===== src/rtl/sprite_index_fetch.sv =====
// Sprite hit test and colour-index fetch for one 32x32 tank sprite, feeding the palette stage.
// Three-clock pipeline from drawX/drawY to index/sprite_on, plus frame-latched position/flip and a damage blink.
module sprite_index_fetch #(
    parameter int          SPR_W           = 32,
    parameter int          SPR_H           = 32,
    parameter int          ADDR_W          = 10,
    parameter logic [3:0]  TRANSPARENT_IDX = 4'd9,
    parameter logic [5:0]  FLASH_FRAMES    = 6'd32
) (
    input  logic              Clk,
    input  logic              Reset_n,
    input  logic              frame_start,
    input  logic [9:0]        pos_x,
    input  logic [9:0]        pos_y,
    input  logic              flip_x,
    input  logic              flip_y,
    input  logic              hit_pulse,
    input  logic [9:0]        drawX,
    input  logic [9:0]        drawY,
    input  logic              pix_valid,
    output logic [ADDR_W-1:0] rom_addr,
    input  logic [3:0]        rom_data,
    output logic [3:0]        index,
    output logic              sprite_on,
    output logic              flashing
);

    localparam int XW = $clog2(SPR_W);

    typedef enum logic {
        IDLE,
        FLASH
    } flash_state_t;

    flash_state_t      flash_state;
    logic [5:0]        flash_cnt;
    logic [9:0]        sx_pos;
    logic [9:0]        sy_pos;
    logic              sflip_x;
    logic              sflip_y;
    logic              v1;
    logic              v2;
    logic [10:0]       dx;
    logic [10:0]       dy;
    logic [10:0]       cx;
    logic [10:0]       cy;
    logic              hit;
    logic              blank;
    logic [ADDR_W-1:0] addr_next;

    // Position and flip only move at frame boundaries so the sprite never tears.
    always_ff @(posedge Clk) begin
        if (!Reset_n) begin
            sx_pos  <= '0;
            sy_pos  <= '0;
            sflip_x <= 1'b0;
            sflip_y <= 1'b0;
        end else if (frame_start) begin
            sx_pos  <= pos_x;
            sy_pos  <= pos_y;
            sflip_x <= flip_x;
            sflip_y <= flip_y;
        end
    end

    // Bit 10 of dx/dy is the sign; an unsigned compare against the size rejects negatives too.
    always_comb begin
        dx        = {1'b0, drawX} - {1'b0, sx_pos};
        dy        = {1'b0, drawY} - {1'b0, sy_pos};
        hit       = pix_valid & ~dx[10] & (dx < 11'(SPR_W)) & ~dy[10] & (dy < 11'(SPR_H));
        cx        = sflip_x ? (11'(SPR_W - 1) - dx) : dx;
        cy        = sflip_y ? (11'(SPR_H - 1) - dy) : dy;
        addr_next = (ADDR_W'(cy) << XW) + ADDR_W'(cx);
        blank     = (flash_state == FLASH) & flash_cnt[1];
    end

    always_ff @(posedge Clk) begin
        if (!Reset_n) begin
            rom_addr  <= '0;
            v1        <= 1'b0;
            v2        <= 1'b0;
            index     <= 4'd0;
            sprite_on <= 1'b0;
        end else begin
            rom_addr  <= hit ? addr_next : '0;
            v1        <= hit;
            v2        <= v1;
            index     <= v2 ? rom_data : 4'd0;
            sprite_on <= v2 & (rom_data != TRANSPARENT_IDX) & ~blank;
        end
    end

    // A new hit always restarts the blink, even on the frame that would have ended it.
    always_ff @(posedge Clk) begin
        if (!Reset_n) begin
            flash_state <= IDLE;
            flash_cnt   <= 6'd0;
            flashing    <= 1'b0;
        end else begin
            case (flash_state)
                IDLE: begin
                    if (hit_pulse) begin
                        flash_state <= FLASH;
                        flash_cnt   <= FLASH_FRAMES;
                        flashing    <= 1'b1;
                    end
                end
                FLASH: begin
                    if (hit_pulse) begin
                        flash_cnt <= FLASH_FRAMES;
                    end else if (frame_start) begin
                        if (flash_cnt == 6'd1) begin
                            flash_state <= IDLE;
                            flash_cnt   <= 6'd0;
                            flashing    <= 1'b0;
                        end else begin
                            flash_cnt <= flash_cnt - 6'd1;
                        end
                    end
                end
                default: begin
                    flash_state <= IDLE;
                    flash_cnt   <= 6'd0;
                    flashing    <= 1'b0;
                end
            endcase
        end
    end

endmodule


===== config.mk =====
export PLATFORM = sky130hd
export DESIGN_NAME = sprite_index_fetch
export DESIGN_NICKNAME = d
export VERILOG_FILES = /design/src/rtl/sprite_index_fetch.sv
export SDC_FILE = /design/constraint.sdc
export NUM_CORES = 1
export LEC_CHECK = 0
export CORE_UTILIZATION = 45
export CTS_BUF_LIST = sky130_fd_sc_hd__clkbuf_8
export DETAILED_ROUTE_END_ITERATION = 10
export PLACE_DENSITY = 0.73
export SLEW_MARGIN = 20
export SYNTH_ARGS = -nofsm -noshare
export SYNTH_HDL_FRONTEND = slang
export SYNTH_SLANG_ARGS = --single-unit

===== constraint.sdc =====
create_clock -name Clk -period 6.2 [get_ports Clk]
set_clock_uncertainty 0.15 [all_clocks]
set_input_delay 1.24 -clock Clk [delete_from_list [all_inputs] [get_ports Clk]]
set_output_delay 1.24 -clock Clk [all_outputs]
set_load 0.02 [all_outputs]

==> metrics, run 1 <==
IO Port Bufs 66; worst-path fanout max 3; post-route antenna net violation count 0; DP Area approximately 3800 sq um; clock power share 0.232; Worst Tran Pin Value 474 ps; antenna violations before repair 0; chip width 84.6 um; DRC violations left 6; Cell Pwr Density approximately 210 nW/um^2; nets 482; Period minus WS final 4700 ps; Final Hold Fails 0; area growth from synthesis to layout 26.6%; FP Rows 29; Max-slew headroom 0.683; core area ~6500 sq um; maximum root-to-sink buffer count 2; WS Path Type input pin to register; Post-CTS Setup Inserts 0; commonest non-fill, non-tap cell in the layout clkdlybuf4s50_1; maxcap violations 0; drt wl/cell 12.8 um; Final Max Tran Viols 0; WHS between 300 and 400 ps; NetSw between 200 and 300 uW; HP Class register to register; first-pass GRT wire length 10.4 mm; final period utilization 0.757; Reg power frac 0.398; PostCTS Resize Cnt 0; CTS root buf clkbuf_8; Data required, critical path between 6000 and 7000 ps; Max rail drop VDD around 0.11 mV; final core utilization 0.601; grt total ovfl 0; Lkg Pwr between 0.0015 and 0.002 uW; setup TNS 0 ps; failing checks DRC; Hold EP v2; Placer Congestion ~0.8; die extent in y about 85 um; clk sinks between 40 and 50; warnings from Yosys 0; post-synthesis sequential area ratio 0.307; r2r endpoint rom_addr[9]; H-tree Lvls 2; final WL ~6 mm; TritonRoute pass-1 iters 8; Post-Syn Area roughly 3100 sq um; flops & latches, synth 47; clock latency on the worst-skew pair 300 ps; Startpoint Class input pin; antenna cells 0; cell count after synthesis ~340; number of global-route vias before repair roughly 2,400; reg2reg start sx_pos[0]; status finished with violations; CTS clk-pin slew, worst paths 90 ps; Synth cell types slightly below 60; Starting Density 0.475; CTS buffer count 5; vias per std cell 5.18; CTS tree yes; Total Routing Usage GR 0.178; final setup fails 0; Hold Crit Depth 1; Post-synth EDFFs 0; share of cells above drive strength 1 0.0771; fmax 0.213 GHz; power share of the combinational group 0.370; RSZ-0062 raised after global routing no; hold_sp v1; Synth Area per Inst approximately 9 sq um; worst endpoint data arrival time between 4000 and 5000 ps; commonest cells after routing, fill and taps aside clkdlybuf4s50_1, dfxtp_1, inv_1; internal power about 540 uW; DIE AREA about 7100 sq um; Via Count between 2,000 and 2,500; reg-to-reg slack, setup ~2600 ps; DP HPWL between 4 and 5 mm; # hold bufs at CTS 0; post-route cell area between 3000 and 4000 sq um; CP Capture Type register; 1st-iter DRT viols 65; top_reg_cell synth dfxtp_1; asr flop ratio synth 0; worst r2r path cells 17; Mapped Nets around 420; largest net degree at the start of global routing 33; # IOs 67; Switching Share 0.335
-- layout make-up --
class | count | area [sq um]
Clock buffer | 5 | 68.8
Clock inverter | 3 | 18.8
Fill cell | 582 | 2580
Inverter | 32 | 120
Multi-Input combinational cell | 244 | 1940
Sequential cell | 47 | 941
Tap cell | 77 | 96.3
Timing Repair Buffer | 71 | 698
-- routing by layer --
layer	wire length [um]	vias to the layer above	GRT usage
li1	-	1288	-
met5	0	-	0
met3	262	7	0.0295
met2	2960	53	0.317
met4	55	0	0.0447
met1	2870	1134	0.224
-- synthesized netlist by cell type (all sizes together), types with 6 or more instances --
| cell | number | area [sq um] |
|---|---|---|
| ha | 27 | 338 |
| xnor2 | 17 | 156 |
| inv | 32 | 120 |
| nand2b | 7 | 43.8 |
| mux2i | 23 | 230 |
| xor2 | 8 | 70.1 |
| nor4 | 11 | 149 |
| nor2 | 14 | 52.6 |
| buf | 7 | 43.8 |
| dfxtp | 47 | 941 |
| clkbuf | 6 | 22.5 |
| nand2 | 20 | 75.1 |
| and3 | 6 | 37.5 |
| a21oi | 18 | 90.1 |
| nor2b | 26 | 163 |
| o21ai | 11 | 55.1 |
-- kinds of logic (layout without fill, tap and decap cells) --
kind of cell / count (synthesis) / in the layout / synth area share
AND/OR/NAND/NOR: 106 / 106 / 0.218
multiplexers: 24 / 24 / 0.0787
AO/OA/AOI/OAI: 59 / 59 / 0.132
adder cells (fa/ha/maj): 30 / 30 / 0.130
buffers and inverters: 45 / 111 / 0.0608
flip-flops: 47 / 47 / 0.307
XOR/XNOR: 25 / 25 / 0.0738
-- state kept, by name, summed over array words and instances (netlist names), 4 cells and up --
| register | count |
|---|---|
| sy_pos | 10 |
| index | 4 |
| sx_pos | 10 |
| flash_cnt | 6 |
| rom_addr | 10 |
-- per-stage QoR --
step,setup slack [ps],cells,power (uW)
global placement,1290,471,619
detailed placement,1180,471,625
finish,1500,479,808
CTS,1470,479,820
global route,1180,479,865
floorplan,1830,336,547
-- power by group through the flow --
stage / registers [uW] / clock network, uW / logic [uW]
final: 322 / 188 / 299
after global routing: 323 / 208 / 334
after CTS: 322 / 195 / 302
after detailed placement: 329 / 0 / 297
after global placement: 328 / 0 / 291
after floorplan: 325 / 0 / 222
-- worst max-delay path by stage --
stage / slack [ps] / to / startpoint / depth (start not counted)
2_1_floorplan: 1830 / rom_addr[9] / drawX[0] / 18
3_3_place_gp: 1290 / rom_addr[9] / drawX[0] / 19
3_5_place_dp: 1180 / v1 / drawX[0] / 15
4_1_cts: 1470 / v1 / drawX[0] / 15
5_1_grt: 1180 / v1 / drawX[0] / 15
6_report: 1500 / rom_addr[9] / drawX[0] / 19
-- worst max-delay path, cell delays in order --
cell and delay, ps:
clkdlybuf4s50_1 400, inv_1 50, ha_1 150, inv_1 50
fa_1 390, a21o_1 200, a221oi_2 310, xor2_1 160
ha_1 310, nand2_1 50, o21ai_0 120, inv_1 100
fa_1 430, nand2b_1 180, a21oi_1 160, xnor2_1 150
xnor2_1 130, nand2_1 80, nor4_2 110
Note: power is estimated with default switching activity, not from simulation.
==> run 2, diff against run 1 <==
--- a/config.mk
+++ b/config.mk
@@ -8,7 +8,7 @@
 export CORE_UTILIZATION = 45
 export CTS_BUF_LIST = sky130_fd_sc_hd__clkbuf_8
 export DETAILED_ROUTE_END_ITERATION = 10
-export PLACE_DENSITY = 0.73
+export PLACE_DENSITY = 0.76
 export SLEW_MARGIN = 20
 export SYNTH_ARGS = -nofsm -noshare
 export SYNTH_HDL_FRONTEND = slang
==> constraint.sdc (replaced) <==
create_clock -name Clk -period 4.2 [get_ports Clk]
set_clock_uncertainty 0.15 [all_clocks]
set_input_delay 0.84 -clock Clk [delete_from_list [all_inputs] [get_ports Clk]]
set_output_delay 0.84 -clock Clk [all_outputs]
set_load 0.02 [all_outputs]
==> metrics, run 2 (synthesis gave the netlist of run 1 again) <==
Final Hold Fails 0 (unchanged); crit-path max cell delay 460 ps (+30 ps); Final Max Tran Viols 0 (unchanged); internal power 907 uW (+69%); final setup fails 0 (unchanged); fillcell total 572 (-1.7%); CTS buffer count 5 (unchanged); worst-path fanout max 2 (-1); worst endpoint data arrival time 4090 ps (-670 ps); number of global-route vias before repair 2,538 (+4.1%); Max rail drop VDD 0.141 mV (+33%); DP Area 3910 sq um (+2.9%); # IOs 67 (unchanged); commonest cells after routing, fill and taps aside clkdlybuf4s50_1, dfxtp_1, inv_1; final setup margin 183 ps (-1320 ps); Starting Density 0.475 (unchanged); power share of the combinational group 0.388 (+0.018); maxcap violations 0 (unchanged); final period utilization 0.957; vias per std cell 5.16 (-0.47%); nets 499 (+3.5%); Max-slew headroom 0.647 (-0.0358); post-route cell area 4090 sq um (+5.3%); final WL 6.41 mm (+4.3%); Lkg Pwr 0.00170 uW (+6.8%); CTS tree yes; CTS clk-pin slew, worst paths 90 ps (about the same); DIE AREA 7150 sq um (unchanged); Total Routing Usage GR 0.186 (+0.00786); post-placement setup slack -315 ps (-1500 ps); Cell Pwr Density 326 nW/um^2 (+57%); post-route antenna net violation count 0 (unchanged); core area 6460 sq um (unchanged); Via Count 2,558 (+3.1%); Switching Share 0.320 (-0.0147); area growth from synthesis to layout 33.3%; FP Rows 29 (unchanged); status finished with violations; Worst Tran Pin Value 528 ps (+53.7 ps); TritonRoute pass-1 iters 7 (-1); Final Total Pwr 1330 uW (+65%); RSZ-0062 raised after global routing no; maximum root-to-sink buffer count 2 (unchanged); WS Path Type input pin to register; drt wl/cell 12.9 um (+0.72%); HP Class register to register; leading registers by flop count rom_addr (10), sx_pos (10), sy_pos (10); clk sinks 47 (unchanged); fmax 0.249 GHz; IO Port Bufs 66 (unchanged); failing checks DRC; antenna cells 0 (unchanged); DP HPWL 4.89 mm (+5.1%); setup TNS 0 ps (unchanged); die extent in y 84.6 um (unchanged); Startpoint Class input pin; CTS root buf clkbuf_8; H-tree Lvls 2 (unchanged); antenna violations before repair 0 (unchanged); Data required, critical path 4270 ps (-2000 ps); Placer Congestion 0.832 (+3.3%); share of cells above drive strength 1 0.136 (+0.0589); final core utilization 0.633 (+0.0316); clock power share 0.256 (+0.024); NetSw 426 uW (+58%); chip width 84.6 um (unchanged); Reg power frac 0.356 (-0.042); CP max stage cell clkdlybuf4s50_1; DRC violations left 5 (-1); Period minus WS final 4020 ps; grt total ovfl 0 (unchanged); first-pass GRT wire length 10.9 mm (+4.7%); CP Capture Type register; commonest non-fill, non-tap cell in the layout clkdlybuf4s50_1; largest net degree at the start of global routing 33 (unchanged); worst-path cell chain clkdlybuf4s50_1 -> fa_2 -> a21o_1 -> a221oi_2 -> xor2_1 -> ha_1 -> nand2_1 -> o21ai_2 -> inv_1 -> fa_2 -> nand2b_4 -> a21oi_2 -> xnor2_1 -> xnor2_1 -> nand2_1 -> nor4_2; 1st-iter DRT viols 103 (+58%); clock latency on the worst-skew pair 300 ps (about the same)
## run 2: cell types whose count changed in the layout (fill, tap and decap cells not counted), moves of 2 or more
cell,change
buf_4,+16
clkinv_2,-2
fa_1,-2
fa_2,+2
inv_1,-2
inv_2,+2
## run 2: layer usage
metal,up-vias,wire (um),GRT usage
met4,0,66,0.0601
met5,-,0,0
met2,53,3250,0.330
met3,7,237,0.0315
li1,1317,-,-
met1,1181,2860,0.228
## run 2: power groups by stage
stage	clock [uW]	sequential, uW	combinational, uW
5_1_grt	374	478	570
2_1_floorplan	0	480	328
6_report	341	475	517
3_5_place_dp	0	485	473
3_3_place_gp	0	484	461
4_1_cts	354	475	484
## run 2: timing repair
action                                  CTS  global route
pin swaps                                 2            11
endpoints found under the setup margin    1            11
setup buffers                             1             3
resized for setup                         2            10
hold buffers                              0             0
## run 2: worst paths after layout
| kind | start | endpoint | slack, ps | cells past startpoint |
|---|---|---|---|---|
| setup / recovery | drawX[1] | rom_addr[9] | 180 | 16 |
| hold / removal | v1 | v2 | 310 | 1 |
| setup reg to reg | sx_pos[0] | rom_addr[9] | 660 | 17 |
| hold reg to reg | v1 | v2 | 310 | 1 |
## run 2: cell type report
type	instances	area (sq um)	share of cell area
Clock inverter	3	46.3	0.0113
Tap cell	77	96.3	0.0236
Sequential cell	47	941	0.230
Inverter	32	120	0.0294
Clock buffer	5	68.8	0.0168
Timing Repair Buffer	88	841	0.206
Multi-Input combinational cell	244	1970	0.483
## run 2: through the flow
| stage | cells | hold slack, ps |
|---|---|---|
| after CTS | 493 | 326 |
| after global placement | 484 | 307 |
| final | 496 | 310 |
| after global routing | 496 | 355 |
| after detailed placement | 484 | 301 |
| after floorplan | 336 | 262 |
## run 2: critical path, delay by kind of cell
kind	cells	cell delay (ps)
compound gates	4	730
xor+xnor	3	410
fa+ha+maj	3	1070
buf+inv	2	550
simple gates	4	480
==> run 3, diff against run 2 <==
--- a/config.mk
+++ b/config.mk
@@ -9,6 +9,7 @@
 export CTS_BUF_LIST = sky130_fd_sc_hd__clkbuf_8
 export DETAILED_ROUTE_END_ITERATION = 10
 export PLACE_DENSITY = 0.76
+export SETUP_SLACK_MARGIN = 0.2
 export SLEW_MARGIN = 20
 export SYNTH_ARGS = -nofsm -noshare
 export SYNTH_HDL_FRONTEND = slang
==> metrics, run 3 (synthesis gave the netlist of run 1 again) <==
Placer Congestion 0.832 (unchanged); Data required, critical path 4270 ps (about the same); HP Class register to register; Max-slew headroom 0.641 (-0.00687); largest net degree at the start of global routing 33 (unchanged); vias per std cell 5.18 (+0.35%); Final Total Pwr 1340 uW (+0.76%); antenna violations before repair 0 (unchanged); CTS tree yes; Final Hold Fails 0 (unchanged); area growth from synthesis to layout 34.0%; 1st-iter DRT viols 95 (-7.8%); WS Path Type input pin to register; # IOs 67 (unchanged); clk sinks 47 (unchanged); DIE AREA 7150 sq um (unchanged); clock latency on the worst-skew pair 300 ps (about the same); Max rail drop VDD 0.145 mV (+3.2%); # hold bufs at CTS 0 (unchanged); worst-path cell chain clkdlybuf4s50_1 -> ha_1 -> and3_1 -> a221oi_2 -> xor2_1 -> buf_4 -> buf_6 -> inv_4 -> o31ai_4 -> xor2_1 -> ha_2 -> buf_4 -> buf_4 -> xnor2_1 -> nand2_1 -> nor4_2; nets 499 (unchanged); Lkg Pwr 0.00170 uW (+0.22%); hold_sp v1; number of global-route vias before repair 2,576 (+1.5%); chip width 84.6 um (unchanged); Worst Tran Pin Value 538 ps (+10.3 ps); RSZ-0062 raised after global routing no; first-pass GRT wire length 11.2 mm (+2.5%); worst endpoint data arrival time 3930 ps (-160 ps); Final Max Tran Viols 0 (unchanged); commonest non-fill, non-tap cell in the layout clkdlybuf4s50_1; post-route antenna net violation count 0 (unchanged); drt wl/cell 13.1 um (+1.1%); maxcap violations 0 (unchanged); antenna cells 0 (unchanged); crit-path max cell delay 420 ps (-40 ps); CP Capture Type register; status finished with violations; grt total ovfl 0 (unchanged); Total Routing Usage GR 0.192 (+0.00561); CTS buffer count 5 (unchanged); share of cells above drive strength 1 0.146 (+0.00955); Cell Pwr Density 327 nW/um^2 (+0.20%); fmax 0.259 GHz (+4.2%); Starting Density 0.475 (unchanged); leading registers by flop count rom_addr (10), sx_pos (10), sy_pos (10); final core utilization 0.636 (+0.00349); CTS clk-pin slew, worst paths 90 ps (about the same); CP max stage cell clkdlybuf4s50_1; failing checks DRC; worst-path fanout max 3 (+1); final setup fails 0 (unchanged); crit path from drawX[3]; Startpoint Class input pin; DRC violations left 5 (unchanged); final period utilization 0.918 (-0.0384); Period minus WS final 3860 ps (-161 ps); reg2reg start sx_pos[0]; DP HPWL 4.89 mm (unchanged); TritonRoute pass-1 iters 7 (unchanged); IO Port Bufs 66 (unchanged); die extent in y 84.6 um (unchanged); core area 6460 sq um (unchanged); final WL 6.48 mm (+1.1%); Via Count 2,567 (+0.35%); CTS root buf clkbuf_8; Most Frequent Cell on Critical Path buf_4; H-tree Lvls 2 (unchanged); maximum root-to-sink buffer count 2 (unchanged); FP Rows 29 (unchanged); commonest cells after routing, fill and taps aside clkdlybuf4s50_1, dfxtp_1, inv_1
==> run 3: cell count changes in the layout (fill, tap and decap cells not counted), sizes merged <==
cell,before,now
clkdlybuf4s50,65,63
clkbuf,5,6
dlygate4sd2,0,1
==> run 3: final cells by class <==
cell class	instances	area, sq um
multi-input cells	244	2000
well taps	77	96.3
inverters	32	123
flip-flops and latches	47	941
clock buffers	5	68.8
clock inverters	3	46.3
repair buffers	88	838
fillers	568	2350
==> run 3: path summary, 6_finish.rpt <==
| path | depth (start not counted) | slack (ps) | to |
|---|---|---|---|
| worst max-delay path | 16 | 340 | rom_addr[8] |
| worst min-delay path | 1 | 300 | v2 |
| worst max register to register | 17 | 740 | rom_addr[8] |
| worst min register to register | 1 | 300 | v2 |
==> run 3: routing by layer <==
layer	track usage	vias to the layer above	routed length (um)
met3	0.0393	14	297
li1	-	1318	-
met4	0.0693	0	110
met2	0.333	62	3250
met1	0.235	1173	2830
met5	0	-	0
==> run 3: critical path, delay by kind of cell <==
kind                     cells  cell delay (ps)
buffers and inverters        6              960
XOR/XNOR                     3              630
adder cells (fa/ha/maj)      2              620
AO/OA/AOI/OAI                2              460
AND/OR/NAND/NOR              3              410
==> run 3: report_power, final <==
part,internal (uW),switching [uW]
combinational,270,256
sequential,462,13.4
clock,179,163
==> run 3: what timing repair did <==
| action | in CTS | in global routing |
|---|---|---|
| endpoints found under the setup margin | 10 | 11 |
| gates cloned | 0 | 0 |
| gates resized for setup | 17 | 4 |
| hold endpoints to repair | 0 | 0 |
| buffers inserted | 3 | 1 |
| pin swaps | 11 | 12 |
==> run 3: metrics by stage <==
step | setup TNS, ps | std cells | setup WS, ps | instance area (sq um) | hold WS, ps
3_5_place_dp | -1600 | 484 | -315 | 3910 | 301
5_1_grt | 0 | 496 | 198 | 4110 | 356
3_3_place_gp | -438 | 484 | -202 | 3910 | 307
4_1_cts | 0 | 495 | 218 | 4090 | 326
6_report | 0 | 496 | 344 | 4110 | 305
2_1_floorplan | 0 | 336 | 233 | 3070 | 262
